**src/rtl/div_arbiter.sv**
```systemverilog
// div_arbiter: shares one iterative divider among NREQ requesters.
//
// Arbitration is round-robin: the first valid requester at or after rr_ptr wins. The accepted
// operands are held on div_* while the divider runs. The result is returned on a single
// back-pressured response channel. Only one division is in flight at a time.
//
// Optional feature: define DIV_ARB_ZERO_BYPASS_EN to answer zero-divisor requests directly.
// Such a response has quotient all ones, remainder = dividend and rsp_dbz_o = 1, and the
// divider is not started.
//
// Ports:
//   clk, rst_n                  clock, asynchronous active-low reset
//   req_valid_i / req_ready_o   per-requester handshake (ready is one-hot or zero)
//   req_sign_i                  per-requester signed (1) / unsigned (0) select
//   req_dividend_i/divisor_i    packed operands, requester i at [i*WIDTH +: WIDTH]
//   div_start_o                 one-cycle launch pulse to the divider
//   div_sign_o/dividend_o/divisor_o  latched operands to the divider
//   div_quotient_i/remainder_i  divider results, valid with div_ready_i
//   div_ready_i                 divider one-cycle done pulse
//   rsp_valid_o / rsp_ready_i   response handshake
//   rsp_id_o/quotient_o/remainder_o/dbz_o  response payload
//   busy_o                      high whenever the FSM is not idle
`timescale 1ns/1ps

module div_arbiter #(
  parameter int unsigned NREQ  = 4,
  parameter int unsigned WIDTH = 8,
  parameter int unsigned IDW   = $clog2(NREQ)
) (
  input  logic                    clk,
  input  logic                    rst_n,
  input  logic [NREQ-1:0]         req_valid_i,
  output logic [NREQ-1:0]         req_ready_o,
  input  logic [NREQ-1:0]         req_sign_i,
  input  logic [NREQ*WIDTH-1:0]   req_dividend_i,
  input  logic [NREQ*WIDTH-1:0]   req_divisor_i,
  output logic                    div_start_o,
  output logic                    div_sign_o,
  output logic [WIDTH-1:0]        div_dividend_o,
  output logic [WIDTH-1:0]        div_divisor_o,
  input  logic [WIDTH-1:0]        div_quotient_i,
  input  logic [WIDTH-1:0]        div_remainder_i,
  input  logic                    div_ready_i,
  output logic                    rsp_valid_o,
  input  logic                    rsp_ready_i,
  output logic [IDW-1:0]          rsp_id_o,
  output logic [WIDTH-1:0]        rsp_quotient_o,
  output logic [WIDTH-1:0]        rsp_remainder_o,
  output logic                    rsp_dbz_o,
  output logic                    busy_o
);

  typedef enum logic [1:0] {StIdle, StLaunch, StWait, StResp} state_e;
  // One extra bit so rr_ptr + offset can be wrapped without overflow.
  typedef logic [IDW:0] idx_t;

  state_e           state_q;
  logic [IDW-1:0]   rr_ptr_q;
  logic             div_start_q;
  logic             div_sign_q;
  logic [WIDTH-1:0] div_dividend_q;
  logic [WIDTH-1:0] div_divisor_q;
  logic             rsp_valid_q;
  logic [IDW-1:0]   rsp_id_q;
  logic [WIDTH-1:0] rsp_quotient_q;
  logic [WIDTH-1:0] rsp_remainder_q;
  logic             busy_q;
`ifdef DIV_ARB_ZERO_BYPASS_EN
  logic             rsp_dbz_q;
`endif

  logic             grant_found;
  logic [IDW-1:0]   grant_idx;
  idx_t             cand;
  idx_t             ptr_inc;
  logic [IDW-1:0]   next_ptr;
  logic             sel_sign;
  logic [WIDTH-1:0] sel_dividend;
  logic [WIDTH-1:0] sel_divisor;

  // Round-robin search: scan offsets 0..NREQ-1 from rr_ptr, wrapping modulo NREQ.
  always_comb begin
    grant_found = 1'b0;
    grant_idx   = '0;
    cand        = '0;
    for (int unsigned k = 0; k < NREQ; k++) begin
      cand = {1'b0, rr_ptr_q} + idx_t'(k);
      if (cand >= idx_t'(NREQ)) begin
        cand = cand - idx_t'(NREQ);
      end
      if (!grant_found && req_valid_i[cand[IDW-1:0]]) begin
        grant_found = 1'b1;
        grant_idx   = cand[IDW-1:0];
      end
    end
  end

  always_comb begin
    ptr_inc  = {1'b0, grant_idx} + idx_t'(1);
    next_ptr = (ptr_inc == idx_t'(NREQ)) ? '0 : ptr_inc[IDW-1:0];
  end

  assign sel_sign     = req_sign_i[grant_idx];
  assign sel_dividend = req_dividend_i[grant_idx*WIDTH +: WIDTH];
  assign sel_divisor  = req_divisor_i[grant_idx*WIDTH +: WIDTH];

  // The handshake completes in the IDLE cycle itself, so ready is combinational.
  assign req_ready_o = (state_q == StIdle && grant_found) ? (NREQ'(1) << grant_idx) : '0;

  always_ff @(posedge clk or negedge rst_n) begin
    if (!rst_n) begin
      state_q         <= StIdle;
      rr_ptr_q        <= '0;
      div_start_q     <= 1'b0;
      div_sign_q      <= 1'b0;
      div_dividend_q  <= '0;
      div_divisor_q   <= '0;
      rsp_valid_q     <= 1'b0;
      rsp_id_q        <= '0;
      rsp_quotient_q  <= '0;
      rsp_remainder_q <= '0;
      busy_q          <= 1'b0;
`ifdef DIV_ARB_ZERO_BYPASS_EN
      rsp_dbz_q       <= 1'b0;
`endif
    end else begin
      div_start_q <= 1'b0;
      unique case (state_q)
        StIdle: begin
          if (grant_found) begin
            div_sign_q     <= sel_sign;
            div_dividend_q <= sel_dividend;
            div_divisor_q  <= sel_divisor;
            rsp_id_q       <= grant_idx;
            rr_ptr_q       <= next_ptr;
            busy_q         <= 1'b1;
`ifdef DIV_ARB_ZERO_BYPASS_EN
            if (sel_divisor == '0) begin
              rsp_quotient_q  <= '1;
              rsp_remainder_q <= sel_dividend;
              rsp_dbz_q       <= 1'b1;
              rsp_valid_q     <= 1'b1;
              state_q         <= StResp;
            end else begin
              rsp_dbz_q   <= 1'b0;
              div_start_q <= 1'b1;
              state_q     <= StLaunch;
            end
`else
            div_start_q <= 1'b1;
            state_q     <= StLaunch;
`endif
          end
        end
        StLaunch: begin
          state_q <= StWait;
        end
        StWait: begin
          // div_ready in any other state is stale and deliberately dropped.
          if (div_ready_i) begin
            rsp_quotient_q  <= div_quotient_i;
            rsp_remainder_q <= div_remainder_i;
            rsp_valid_q     <= 1'b1;
            state_q         <= StResp;
          end
        end
        StResp: begin
          if (rsp_ready_i) begin
            rsp_valid_q <= 1'b0;
            busy_q      <= 1'b0;
            state_q     <= StIdle;
          end
        end
        default: begin
          state_q <= StIdle;
        end
      endcase
    end
  end

  assign div_start_o     = div_start_q;
  assign div_sign_o      = div_sign_q;
  assign div_dividend_o  = div_dividend_q;
  assign div_divisor_o   = div_divisor_q;
  assign rsp_valid_o     = rsp_valid_q;
  assign rsp_id_o        = rsp_id_q;
  assign rsp_quotient_o  = rsp_quotient_q;
  assign rsp_remainder_o = rsp_remainder_q;
  assign busy_o          = busy_q;
`ifdef DIV_ARB_ZERO_BYPASS_EN
  assign rsp_dbz_o       = rsp_dbz_q;
`else
  assign rsp_dbz_o       = 1'b0;
`endif

endmodule
```
**config.mk**
```make
export PLATFORM = sky130hd
export DESIGN_NAME = div_arbiter
export DESIGN_NICKNAME = d
export VERILOG_FILES = /design/src/rtl/div_arbiter.sv
export SDC_FILE = /design/constraint.sdc
export NUM_CORES = 1
export LEC_CHECK = 0
export BUFFER_PORTS_ARGS = -buffer_cell sky130_fd_sc_hd__buf_2
export CAP_MARGIN = 20
export CORE_AREA = 10 10 71 132
export DETAILED_ROUTE_END_ITERATION = 8
export DIE_AREA = 0 0 81 142
export PLACE_DENSITY = 0.72
export REMOVE_ABC_BUFFERS = 1
export SYNTH_ARGS = -nofsm -noshare
export SYNTH_HDL_FRONTEND = slang
export SYNTH_SLANG_ARGS = --single-unit
```
**constraint.sdc**
```tcl
create_clock -name clk -period 2.4 [get_ports clk]
set_clock_uncertainty 0.15 [all_clocks]
set_input_delay 0.48 -clock clk [delete_from_list [all_inputs] [get_ports clk]]
set_output_delay 0.48 -clock clk [all_outputs]
set_load 0.01 [all_outputs]
```
* Yosys cells after proc, flatten, opt, wreduce, memory -nomap -nowiden
Index checks and enable logic that the tools add are counted.
** Word-level totals
- Register bits :: 42
- Bits of input ports :: 92
- Logic and storage cells :: 88
** Cells by class
- Add/sub/neg operators :: 8
- Order comparisons :: 9
- Eq/ne operators :: 7
- Shift operators :: 3
- Multiplexer cells :: 35
- Reductions and logical operators :: 15
** Operators with widths (number)
- $shiftx 32x6->8 :: 2
- $mux 2 :: 12
- $lt 2x3->1 const B :: 5
- $mux 1 :: 14
- $bmux 1 s2 :: 5
- $ge 3x3->1 const B :: 3
- $reduce_and 3->1 :: 3
- $pmux 2 s4 :: 1
- $sub 2x1->2 const B :: 4
- $add 2x1->3 const B :: 2
- $add 2x2->3 const B :: 2
- $ne 2x2->1 const B :: 3
- $eq 2x2->1 const B :: 2
- $logic_and 1x1->1 :: 4
- $mux 4 :: 1
- $pmux 1 s2 :: 2
- $reduce_and 2->1 :: 2
- $reduce_bool 2->1 :: 2
- $shl 1x2->4 const A :: 1
- $eq 3x3->1 const B :: 1
- $ge 2x3->1 const B :: 1
- $logic_not 1->1 :: 3
- $eq 2x1->1 const B :: 1
- $logic_not 2->1 :: 1

* Logic depth before layout (Yosys ltp)
- Word-level depth :: 17
- Gate-level depth with buffers :: 9
- Depth with buffers taken out :: 7

* Worst setup path before layout
OpenSTA, ideal clock, no wires.
- Path type :: input to output
- Start point :: input port req_valid_i[2]
- End point :: output port req_ready_o[0]
- Arrival time :: 1.651 ns
- Slack :: 0.119 ns
- Stages :: 7
- Path buffers :: 2
- Cell sequence :: nor2b_1 a21boi_1 o32a_1 nand2b_4 buf_6 buf_8 nor2_1
** On the way
- Longest elaborated chain between the ends :: 14
- Elaborated cells between the ends (all ways) :: 25
- Classes of those cells :: 1 x shift; 17 x mux; 7 x reduce/logical
** Ends and longest elaborated chain
- from (decl) :: RTL line 32 : input logic [NREQ-1:0] req_valid_i,
- $bmux 1 s2 :: RTL line 91 : if (!grant_found && req_valid_i[cand[IDW-1:0]]) begin
- $mux 1 (not written as such) :: RTL line 91
- $mux 1 :: RTL line 91
- $logic_not 1->1 :: RTL line 91
- $logic_and 1x1->1 :: RTL line 91
- $mux 1 :: RTL line 91
- $logic_not 1->1 :: RTL line 91
- $logic_and 1x1->1 :: RTL line 91
- $mux 1 :: RTL line 91
- $logic_not 1->1 :: RTL line 91
- $logic_and 1x1->1 :: RTL line 91
- $mux 2 or $mux 1 (tied branches) :: RTL line 91
- $shl 1x2->4 or $logic_and 1x1->1 (tied branches) :: RTL line 108 : assign req_ready_o = (state_q == StIdle && grant_found) ? (NREQ'(1) << grant_idx) : '0;
- $mux 4 * :: RTL line 108
- to (decl) :: RTL line 33 : output logic [NREQ-1:0] req_ready_o,
Mark *: on every way between the ends. The rest lies on a longest branch, timed or not. The select of a mux whose other input is x is not followed.

* Worst setup path after layout
- Start point :: register rr_ptr_q[0]
- End point :: output port req_ready_o[3]
** On the way
- Longest elaborated chain between the ends :: 16
- Elaborated cells between the ends (all ways) :: 40
- Classes of those cells :: 7 x add/sub; 4 x order compare; 1 x shift; 21 x mux; 7 x reduce/logical
** Ends and longest elaborated chain
- from (decl) :: RTL line 58 : logic [IDW-1:0] rr_ptr_q;
- from (signal assigned) :: RTL line 135 : rr_ptr_q <= next_ptr;
- parallel branches: the longest is 15 deep, another holds $add 2x1->3
- $mux 4 * :: RTL line 108
Mark *: on every way between the ends. The select of a mux whose other input is x is not followed.

==> metrics.yaml <==
place:
  io_buffers: 133
  hpwl_mm: 5.749
  place.gp.congestion: 0.8086
  place_area_um2: 2992
clock_network:
  clk_latency_ns: 0.28
  tritoncts: "built"
  htree_num_levels: 2
  clockBufferDepth: 2
  path_clk_slew_ns: 0.06
  ctsHoldBuffers: 0
  cts_sinks: 42
  cts-root-buf: "clkbuf_16"
  numCtsBuffers: 5
outcome:
  status: "complete, no violations"
global_route:
  grt.met1_usage_pct: 10.28
  grt_pass1_wl_mm: 10.56
  overflow: 0
  grt_pass1_vias: 2213
  grt_antenna_before_repair: 0
  grt_usage_pct: 11.43
  use_met2_pct: 21.46
  use_met3_pct: 4.747
  grt_max_degree: 33
  busiest_layer: "met2"
floorplan:
  die_h_um: 142
  die_w_um: 81
  initial_core_util_pct: 30.92
  ios: 135
  rows: 44
  core_um2: 7267
  dieArea_um2: 11500
route:
  wl_per_cell_um: 16.03
  drc_errors: 0
  first_pass_iters: 4
  detail-route-antenna-nets: 0
  post_drt_via_cell_ratio: 4.755
  drt-initial-drc-count: 68
  wirelength_mm: 6.796
  via_count: 2016
power:
  ir_worst_vdd_mv: 0.6901
  p_leak_nw: 1.693
  power_density_nw_per_um2: 1193
synth:
  syn_area_um2: 2247
  synth.area.top_cells: "dfrtp_1, mux2i_1, mux2_2, o221ai_1, nand2_1"
  synth-seq-cells: 42
  synth-edff-count: 0
  synth_area_leader_cell: "dfrtp_1"
  ys.flop_type: "dfrtp_1"
  ys_seq_area_share_pct: 46.77
  synth.most_common_cell: "dfrtp_1"
  synth_cells: 193
  yosysWarnings: 0
  synth_top_area_share_pct: 46.77
  synthTopCellsByCount: "dfrtp_1, mux2i_1, nand2_1"
  synth_area_per_cell_um2: 11.64
  async_reset_ff_share_pct: 100.0
  synth.distinct_cells: 29
sta:
  setup_viol: 0
  min_period_ns: 2.349
  hold_viol: 0
  hold_ws_ns: 0.05351
  relSlewSlack_pct: 60.30
  maxSlewViolCount: 0
  rsz0062_at_grt: "yes"
  worstMarginPinSlew_ns: 0.5955
  min_period_over_period_pct: 97.88
  fmax_ghz: 0.4257
worst_setup_path:
  worstSetupStartpoint: "rr_ptr_q[0]$_DFFE_PN0P_"
  r2r-end: "div_divisor_o[0]$_DFFE_PN0P_"
  startpoint_type: "flop"
  crit_type: "flop to output pin"
  critPathCaptureType: "output pin"
  cp_max_fo: 4
  r2r_slack_ns: 0.31
  ff2ff_path_depth: 6
  r2r_start: "rr_ptr_q[0]$_DFFE_PN0P_"
  worstSetupEndpoint: "req_ready_o[3]"
  worstPathRequired_ns: 1.77
  cp.arrival_ns: 1.72
finish:
  fin_nets: 430
  diodes: 0
  fin_area_um2: 3171
  area_delta_synth_final_pct: 41.09
  fillers: 716
  drive_above_1_share_pct: 53.61
worst_hold_path:
  min_path_type: "input pin to async pin"
run:
  maxCapViolCount: 0
==> through the flow <==
step                utilization [%]  setup slack [ns]  total power, W  instances  setup TNS [ns]
finish                        43.63           0.05098        0.003781        424               0
CTS                           43.13          0.001067        0.003825        422               0
floorplan                         -            -2.286        0.002433        182          -37.68
global route                  43.63         -0.009062        0.004097        424       -0.009062
detailed placement            41.17           0.04923        0.003151        416               0
global placement              41.17           0.06998        0.003076        416               0
==> metal layers <==
metal | routed length (um) | up-vias
met5 | 0 | -
met4 | 146 | 0
met3 | 771 | 11
met2 | 3602 | 91
met1 | 2275 | 940
li1 | - | 974
==> logic make-up (layout without fill, tap and decap cells) <==
| kind of cell | Yosys count | after routing | synth area share (%) |
|---|---|---|---|
| muxes | 51 | 51 | 23.66 |
| and+or+nand+nor | 43 | 43 | 8.798 |
| adders and majority gates | 5 | 5 | 2.784 |
| other | 1 | 1 | 0.1669 |
| AOI/OAI and AO/OA | 33 | 33 | 11.25 |
| buffers and inverters | 18 | 157 | 6.570 |
| DFF | 42 | 42 | 46.77 |
==> worst min path at each step <==
| stage | from | endpoint | slack [ns] |
|---|---|---|---|
| after floorplan | rst_n | busy_o$_DFFE_PN0P_ | 0.03 |
| after global placement | rsp_id_o[1]$_DFFE_PN0P_ | rsp_id_o[1]$_DFFE_PN0P_ | 0.31 |
| after detailed placement | div_dividend_o[0]$_DFFE_PN0P_ | div_dividend_o[0]$_DFFE_PN0P_ | 0.32 |
| after CTS | rst_n | busy_o$_DFFE_PN0P_ | 0.08 |
| after global routing | rst_n | div_divisor_o[1]$_DFFE_PN0P_ | 0.1 |
| final | rst_n | busy_o$_DFFE_PN0P_ | 0.05 |
==> report_power, final <==
part | internal [W] | leakage, nW | switching [W]
combinational | 0.000902 | 1.12 | 0.000970
sequential | 0.00107 | 0.504 | 0.000190
clock | 0.000402 | 0.0688 | 0.000246
==> state kept, by name, indices dropped and copies added, names as in the netlist <==
name and cells:
div_dividend_o 8, div_divisor_o 8, rsp_quotient_o 8, rsp_remainder_o 8, rr_ptr_q 2, rsp_id_o 2
state_q 2, busy_o 1, div_sign_o 1, div_start_o 1, rsp_valid_o 1
==> cell type report <==
type / count / area, um2 / share of cell area (%)
multi-input combinational: 133 / 1080 / 34.06
sequential: 42 / 1052 / 33.19
tap: 92 / 115.1 / 3.631
inverter: 7 / 26.28 / 0.8287
clock buffer: 6 / 138.9 / 4.380
timing repair buffer: 144 / 758.2 / 23.91
==> cells in the final DEF, fill, tap and decap left out <==
cell type,instances
a21boi_1,1
a21oi_1,4
a22o_1,2
and2_4,1
and2b_1,2
buf_2,132
buf_4,10
buf_6,2
clkbuf_16,5
clkbuf_8,1
conb_1,1
dfrtp_1,41
dfrtp_2,1
ha_1,4
ha_2,1
inv_1,5
inv_2,2
mux2_2,17
mux2i_1,34
nand2_1,27
nand2_2,1
nand2b_1,1
nand2b_4,1
nor2_1,4
nor2_2,2
nor2b_1,2
nor3b_1,1
nor4_1,1
o21ai_0,5
o21ai_2,1
o221ai_1,17
o221ai_4,1
o32a_1,2
==> what timing repair did <==
action,CTS,global route
gates resized for setup,1,8
setup endpoints to repair,2,3
pin swaps,0,4
buffers inserted,0,2
==> worst max-delay path: stages, from the launching register on <==
cell and delay, ns:
dfrtp_1 0.39, and2b_1 0.22, o32a_1 0.40, ha_2 0.20, and2_4 0.13, buf_6 0.11
(Power assumes the default switching activity.)
